<file path="src/rtl/mem_arbiter.sv">
// mem_arbiter
// Shares a 16x8 scratch memory between a program loader (port 0) and a CPU
// datapath (port 1). One transaction is in flight at a time. Every output is
// driven straight from a register.
//
// Build option:
//   MEM_ARB_FIXED_PRIO_EN  defined     -> port 0 always wins contention
//                          not defined -> round-robin on last_grant (default)
//
// Port names (CLK, RESET_N, r0_*, r1_*, mem_*, busy) are fixed by the
// surrounding system, so they carry no _i/_o suffixes.
module mem_arbiter #(
    parameter int ADDR_W = 4,
    parameter int DATA_W = 8
) (
    input  logic              CLK,
    input  logic              RESET_N,
    // port 0: program loader
    input  logic              r0_req,
    input  logic              r0_we,
    input  logic [ADDR_W-1:0] r0_addr,
    input  logic [DATA_W-1:0] r0_wdata,
    output logic              r0_ack,
    output logic [DATA_W-1:0] r0_rdata,
    // port 1: CPU datapath
    input  logic              r1_req,
    input  logic              r1_we,
    input  logic [ADDR_W-1:0] r1_addr,
    input  logic [DATA_W-1:0] r1_wdata,
    output logic              r1_ack,
    output logic [DATA_W-1:0] r1_rdata,
    // memory side
    output logic [ADDR_W-1:0] mem_addr,
    output logic [DATA_W-1:0] mem_wdata,
    output logic              mem_oe,
    output logic              mem_we,
    output logic              mem_load,
    input  logic [DATA_W-1:0] mem_rdata,
    output logic              busy
);

    typedef enum logic [1:0] {
        IDLE  = 2'd0,
        ISSUE = 2'd1,
        CAPT  = 2'd2,
        ACK   = 2'd3
    } state_e;

    state_e              state_q, state_d;
    logic                owner_q, owner_d;      // 0 = port 0, 1 = port 1
    logic                we_q, we_d;            // latched direction of the granted request
    logic [ADDR_W-1:0]   mem_addr_q, mem_addr_d;   // doubles as the latched address
    logic [DATA_W-1:0]   mem_wdata_q, mem_wdata_d; // doubles as the latched write data
    logic                mem_oe_q, mem_oe_d;
    logic                mem_we_q, mem_we_d;
    logic                mem_load_q, mem_load_d;
    logic                r0_ack_q, r0_ack_d;
    logic                r1_ack_q, r1_ack_d;
    logic [DATA_W-1:0]   r0_rdata_q, r0_rdata_d;
    logic [DATA_W-1:0]   r1_rdata_q, r1_rdata_d;
    logic                busy_q, busy_d;
`ifndef MEM_ARB_FIXED_PRIO_EN
    logic                last_grant_q, last_grant_d;
`endif

    // Grant candidate from the raw request lines; only used while IDLE.
    logic                gnt_valid;
    logic                gnt_port;
    logic                gnt_we;
    logic [ADDR_W-1:0]   gnt_addr;
    logic [DATA_W-1:0]   gnt_wdata;

    // Pick the winning port and mux its request fields.
    always_comb begin
        gnt_valid = r0_req | r1_req;
`ifdef MEM_ARB_FIXED_PRIO_EN
        // Loader always wins; port 1 only gets in when r0_req is low.
        gnt_port  = ~r0_req;
`else
        // On contention, serve the port that did not win last time.
        if (r0_req && r1_req) begin
            gnt_port = ~last_grant_q;
        end else begin
            gnt_port = r1_req;
        end
`endif
        gnt_we    = gnt_port ? r1_we    : r0_we;
        gnt_addr  = gnt_port ? r1_addr  : r0_addr;
        gnt_wdata = gnt_port ? r1_wdata : r0_wdata;
    end

    // Next-state and registered-output logic for the sequencing FSM.
    always_comb begin
        // NOTE: every signal gets a default first, so no path through the case
        // leaves a variable unassigned and no latch can be inferred.
        state_d      = state_q;
        owner_d      = owner_q;
        we_d         = we_q;
        mem_addr_d   = mem_addr_q;
        mem_wdata_d  = mem_wdata_q;
        r0_rdata_d   = r0_rdata_q;
        r1_rdata_d   = r1_rdata_q;
        mem_oe_d     = 1'b0;
        mem_we_d     = 1'b0;
        mem_load_d   = 1'b0;
        r0_ack_d     = 1'b0;
        r1_ack_d     = 1'b0;
`ifndef MEM_ARB_FIXED_PRIO_EN
        last_grant_d = last_grant_q;
`endif

        unique case (state_q)
            IDLE: begin
                if (gnt_valid) begin
                    // Requester fields are captured here and nowhere else.
                    owner_d    = gnt_port;
                    we_d       = gnt_we;
                    mem_addr_d = gnt_addr;
`ifndef MEM_ARB_FIXED_PRIO_EN
                    last_grant_d = gnt_port;
`endif
                    // Strobes are set up now so they are high during ISSUE.
                    if (gnt_we) begin
                        mem_wdata_d = gnt_wdata;
                        mem_load_d  = ~gnt_port;
                        mem_we_d    = gnt_port;
                    end else begin
                        mem_oe_d    = 1'b1;
                    end
                    state_d = ISSUE;
                end
            end

            ISSUE: begin
                if (we_q) begin
                    // Write is complete once strobed; acknowledge next cycle.
                    r0_ack_d = ~owner_q;
                    r1_ack_d = owner_q;
                    state_d  = ACK;
                end else begin
                    state_d  = CAPT;
                end
            end

            CAPT: begin
                // Memory output became valid on the edge that ended ISSUE.
                if (owner_q) begin
                    r1_rdata_d = mem_rdata;
                end else begin
                    r0_rdata_d = mem_rdata;
                end
                r0_ack_d = ~owner_q;
                r1_ack_d = owner_q;
                state_d  = ACK;
            end

            ACK: begin
                state_d = IDLE;
            end

            default: begin
                state_d = IDLE;
            end
        endcase

        busy_d = (state_d != IDLE);
    end

    // State and output registers; everything clears asynchronously on reset.
    always_ff @(posedge CLK or negedge RESET_N) begin
        if (!RESET_N) begin
            state_q      <= IDLE;
            owner_q      <= 1'b0;
            we_q         <= 1'b0;
            mem_addr_q   <= '0;
            mem_wdata_q  <= '0;
            mem_oe_q     <= 1'b0;
            mem_we_q     <= 1'b0;
            mem_load_q   <= 1'b0;
            r0_ack_q     <= 1'b0;
            r1_ack_q     <= 1'b0;
            r0_rdata_q   <= '0;
            r1_rdata_q   <= '0;
            busy_q       <= 1'b0;
`ifndef MEM_ARB_FIXED_PRIO_EN
            // Port 0 wins the first contention after reset.
            last_grant_q <= 1'b1;
`endif
        end else begin
            // NOTE: non-blocking assignments so every register samples the
            // pre-edge values, independent of statement order.
            state_q      <= state_d;
            owner_q      <= owner_d;
            we_q         <= we_d;
            mem_addr_q   <= mem_addr_d;
            mem_wdata_q  <= mem_wdata_d;
            mem_oe_q     <= mem_oe_d;
            mem_we_q     <= mem_we_d;
            mem_load_q   <= mem_load_d;
            r0_ack_q     <= r0_ack_d;
            r1_ack_q     <= r1_ack_d;
            r0_rdata_q   <= r0_rdata_d;
            r1_rdata_q   <= r1_rdata_d;
            busy_q       <= busy_d;
`ifndef MEM_ARB_FIXED_PRIO_EN
            last_grant_q <= last_grant_d;
`endif
        end
    end

    assign mem_addr  = mem_addr_q;
    assign mem_wdata = mem_wdata_q;
    assign mem_oe    = mem_oe_q;
    assign mem_we    = mem_we_q;
    assign mem_load  = mem_load_q;
    assign r0_ack    = r0_ack_q;
    assign r1_ack    = r1_ack_q;
    assign r0_rdata  = r0_rdata_q;
    assign r1_rdata  = r1_rdata_q;
    assign busy      = busy_q;

endmodule

</file>
<file path="config.mk">
export PLATFORM = sky130hd
export DESIGN_NAME = mem_arbiter
export DESIGN_NICKNAME = d
export VERILOG_FILES = /design/src/rtl/mem_arbiter.sv
export SDC_FILE = /design/constraint.sdc
export NUM_CORES = 1
export LEC_CHECK = 0
export BUFFER_PORTS_ARGS = -buffer_cell sky130_fd_sc_hd__buf_2
export CELL_PAD_IN_SITES_DETAIL_PLACEMENT = 0
export CELL_PAD_IN_SITES_GLOBAL_PLACEMENT = 1
export CORE_MARGIN = 2
export CORE_UTILIZATION = 36
export DETAILED_ROUTE_END_ITERATION = 10
export PLACE_DENSITY_LB_ADDON = 0.1
export SLEW_MARGIN = 0
export SYNTH_ARGS = -nofsm -noshare
export SYNTH_HDL_FRONTEND = slang
export SYNTH_SLANG_ARGS = --single-unit
</file>
<file path="constraint.sdc">
create_clock -name CLK -period 1.85 [get_ports CLK]
set_input_delay 0.185 -clock CLK [delete_from_list [all_inputs] [get_ports CLK]]
set_output_delay 0.185 -clock CLK [all_outputs]
set_load 0.1 [all_outputs]
</file>
* Yosys cells after proc, flatten, opt, wreduce, memory -nomap -nowiden
Index checks and enable logic that the tools add are counted.
** Word-level totals
- Register bits :: 39
- Input port bits :: 38
- Output and inout bits :: 34
- Logic and storage cells :: 48
** Operators by class
- Eq/ne operators :: 3
- Multiplexer cells :: 20
- Bitwise gates (word level) :: 4
- Reductions and logical operators :: 7
** Operator list (number)
- $mux W1 :: 14
- $mux W8 :: 1
- $pmux W2 S4 :: 1
- $reduce_and A2 Y1 :: 3
- $eq A2 B2 Y1 const B :: 2
- $mux W4 :: 1
- $pmux W1 S2 :: 2
- $not A1 Y1 :: 3
- $reduce_and A3 Y1 :: 1
- $eq A2 B1 Y1 const B :: 1
- $logic_not A2 Y1 :: 1
- $mux W2 :: 1
- $reduce_bool A2 Y1 :: 1
- $logic_and A1 B1 Y1 :: 1
- $or A1 B1 Y1 :: 1

* Depth between registers and ports, before layout
- Word-level depth :: 6
- Mapped depth :: 6
- Mapped depth without buffers :: 6

* Worst setup path before layout
No wires, ideal clock.
- Path kind :: register to register
- From :: register last_grant_q
- To :: register mem_wdata_q[2], in the netlist mem_wdata[2]
- Setup time :: 140 ps
- Arrival time :: 1275 ps
- Data required time :: 1710 ps
- Setup slack :: 434 ps
- Stages on the path, launching flop included :: 7
- Buffers on the path :: 2
- Clock period less this slack :: 1416 ps
- Path through :: dfstp_2 a21boi_2 buf_6 a32o_2 buf_6 a21oi_2 a31oi_1
** Between the ends
- Cells in the longest elaborated chain, start to end :: 4
- Elaborated cells on any way between the ends :: 5
- Those cells by class :: 3 x mux; 1 x bitwise; 1 x reduce/logical
** RTL lines
- start: declaration :: line 63 : logic last_grant_q, last_grant_d;
- start signal: assignment :: line 206 : last_grant_q <= last_grant_d;
- $not A1 Y1 (*) :: line 82 : gnt_port = ~last_grant_q;
- $mux W1 (*) :: line 81 : if (r0_req && r1_req) begin
- $mux W1 :: line 87 : gnt_we = gnt_port ? r1_we : r0_we;
- $reduce_and A3 Y1 (no line)
- end signal: assignment :: line 196 : mem_wdata_q <= mem_wdata_d;
- end: declaration :: line 53 : logic [DATA_W-1:0] mem_wdata_q, mem_wdata_d;
Mark *: on every way between the ends. The rest lies on a longest branch, timed or not.
A chain may end at the register's enable or synchronous reset.

* Worst setup path in the final report
- From :: register state_q[0]
- To :: register busy_q, in the netlist busy
** Between the ends
- Cells in the longest elaborated chain, start to end :: 3
- Elaborated cells on any way between the ends :: 7
- Those cells by class :: 3 x eq/ne; 2 x mux; 2 x reduce/logical
** RTL lines
- start: declaration :: line 49 : state_e state_q, state_d;
- start signal: assignment :: line 192 : state_q <= state_d;
- $eq A2 B2 Y1 (tied with other cells) :: line 112 : unique case (state_q)
- $pmux W2 S4 (*) :: line 112
- named net state_d[0] :: line 49
- $reduce_bool A2 Y1 (*) :: line 166 : busy_d = (state_d != IDLE);
- named net busy_d :: line 61 : logic busy_q, busy_d;
- end signal: assignment :: line 204 : busy_q <= busy_d;
- end: declaration :: line 61
Mark *: on every way through the listed nets, which the timed path passes. The rest lies on a longest branch.

==> flow_summary.yaml <==
logic_synthesis:
  synthDistinctLibCells: 25
  postSynthAreaPerCell_um2: 13.1
  synth_seq_cells: 39
  synth_seq_area_share: 0.593
  yosysWarnings: 0
  mappedNetlistArea_um2: 1650
  netlist_instances: 126
  syn_nets: 167
timing:
  fmax_ghz: 0.676
  fin_crit_ns: 1.48
  hold_violations: 0
  fin_crit_sh: 0.799
  rsz0062_at_grt: "false"
  drv_slew: 0
  tightest_slew_ns: 0.503
  setup_viol: 0
  max_slew_margin: 0.667
  clock_skew_ns: 0.00337
  tns_ns: 0
global_route:
  grt_overflow: 0
  grt_pass1_wl_um: 5920
  grt_pass1_vias: 1305
  met3_usage: 0.0577
  grt_max_degree: 40
  grtUsageMet2: 0.265
  busiest_layer: "met2"
  grt_usage: 0.148
  met1_usage: 0.161
  antenna_found_initial: 0
drt:
  drtIter0Drc: 74
  wirelength_um: 3480
  final_antenna_net_count: 0
  dr.pass1.iters: 4
  num_vias: 1253
  drc: 0
  viasPerCell: 4.88
  post_drt_wl_per_cell_um: 13.5
critical_path:
  max_stage_delay_ns: 0.37
  worstPathRequired_ns: 2.02
  arrival_ns: 1.64
  crit_chain: "inv_1 -> ha_1 -> a21o_1 -> mux2i_1 -> nand2_1 -> or2_2"
  worstSetupPathType: "flop to flop"
  cp-end-kind: "flop"
  crit_fanout: 3
  critPathSlowestCell: "dfrtp_1"
  critPathLaunchType: "flop"
place:
  place.gp.congestion: 0.651
  io_buffer_count: 71
  dp_hpwl_um: 2630
  placed_cell_area_um2: 2070
clock_network:
  path_clk_slew_ns: 0.07
  cts_setup_buffers: 0
  clock_latency_ns: 0.28
  htreeDepth: 2
  cts.sinks: 39
  clockBufferDepth: 2
  cts_buffers: 5
  cts_tree: "yes"
  root_buffer: "clkbuf_8"
finish:
  drive_gt1_frac: 0.527
  antenna_cells: 0
  fin_nets: 245
  final_area_um2: 2190
  syn_to_final_growth_pct: 33.1
  final.fill_count: 408
die:
  die_h_um: 71.7
  placementRows: 24
  coreArea_um2: 4380
  start_util: 0.376
  die-area_um2: 5130
  die_x_um: 71.7
  boundaryPins: 72
flow_run:
  drv_cap: 0
hold_path:
  hp-class: "input pin to flop"
status:
  status: "finished, final reports clean"
==> sequential cells by signal, summed over array words and instances (netlist names), 2 cells and up <==
signal	count
mem_wdata	8
r1_rdata	8
mem_addr	4
state_q	2
r0_rdata	8
==> Yosys cell counts <==
master,instances,share of area
ha_1,3,0.023
nand2_1,9,0.020
a31oi_1,9,0.034
a21oi_2,2,0.011
buf_4,1,0.0046
nor2_1,3,0.0068
or2_2,1,0.0038
mux2_2,17,0.12
buf_2,2,0.0061
or2b_1,1,0.0046
a21boi_2,1,0.0068
o21ai_0,5,0.015
a32o_2,1,0.0068
mux2i_1,13,0.079
dfstp_2,1,0.016
a21oi_1,7,0.021
a21o_1,1,0.0046
nand2b_1,1,0.0038
buf_6,2,0.014
dfrtp_1,38,0.58
clkbuf_1,2,0.0046
nor2b_1,1,0.0038
and3_1,2,0.0076
inv_1,2,0.0046
a22o_1,1,0.0053
==> final timing paths <==
| kind | startpoint | end | slack, ns | cells after the start |
|---|---|---|---|---|
| min in group asynchronous | RESET_N | mem_addr[2] | 0.47 | 3 |
| worst max-delay path | state_q[0] | busy | 0.37 | 6 |
| worst min-delay path | r0_req | last_grant_q | 0.11 | 2 |
| worst max register to register | state_q[0] | busy | 0.37 | 6 |
| worst min register to register | mem_addr[1] | mem_addr[1] | 0.49 | 2 |
| max in group asynchronous | RESET_N | last_grant_q | 1.01 | 3 |
==> cells in the final DEF (no fill, tap or decap) <==
cell | Yosys | routed
and3_1 | 2 | 2
mux2i_1 | 13 | 13
a21boi_2 | 1 | 1
buf_2 | 2 | 71
clkinv_2 | 0 | 1
buf_4 | 1 | 6
nor2_1 | 3 | 3
ha_1 | 3 | 3
a21oi_2 | 2 | 2
inv_1 | 2 | 2
a21oi_1 | 7 | 7
dlygate4sd3_1 | 0 | 1
clkbuf_8 | 0 | 6
a21o_1 | 1 | 1
nand2_1 | 9 | 9
dfstp_2 | 1 | 1
a22o_1 | 1 | 1
nor2b_1 | 1 | 1
a32o_2 | 1 | 1
mux2_2 | 17 | 17
o21ai_0 | 5 | 5
or2b_1 | 1 | 1
dfrtp_1 | 38 | 38
a31oi_1 | 9 | 9
bufinv_16 | 0 | 1
or2_2 | 1 | 1
nand2b_1 | 1 | 1
==> what timing repair did <==
| item | 4_1_cts | 5_1_grt |
|---|---|---|
| endpoints found under the hold margin | 38 | 0 |
| hold buffers | 1 | 0 |
| gates resized for setup | 0 | 0 |
==> cell families after synthesis <==
logic type,synth area share
DFF,0.593
muxes,0.195
AOI/OAI and AO/OA,0.105
and+or+nand+nor,0.0509
buffers and inverters,0.0334
adders and majority gates,0.0228
==> worst max-delay path, delay by kind of cell, from the launching register on <==
kind	cells	cell delay, ns
flops	1	0.37
simple gates	2	0.37
fa+ha+maj	1	0.22
compound gates	1	0.18
mux	1	0.15
buf+inv	1	0.07
==> stage by stage <==
stage	setup WS (ns)	hold WS, ns	util	cells
final	0.372	0.109	0.500	257
after global routing	0.239	0.129	0.500	257
after CTS	0.336	0.101	0.500	257
after detailed placement	0.348	0.273	0.471	248
after global placement	0.416	0.258	0.471	248
after floorplan	0.434	-0.111	-	126
==> routing by layer <==
metal | up-vias | part of all wire
li1 | 601 | -
met1 | 596 | 0.40
met2 | 52 | 0.51
met3 | 4 | 0.084
met4 | 0 | 0.0086
met5 | - | 0
==> layout make-up <==
class / instances / area (um^2) / area share
flip-flops and latches: 39 / 977 / 0.446
multi-input cells: 78 / 616 / 0.281
repair buffers: 78 / 410 / 0.187
clock buffers: 6 / 82.6 / 0.0376
well taps: 52 / 65.1 / 0.0297
clock inverters: 2 / 35.0 / 0.0160
inverters: 2 / 7.51 / 0.00342
Power is left out: the tool's default activity adds up to more than one toggle a clock period on the data nets, which glitch-free logic cannot reach.
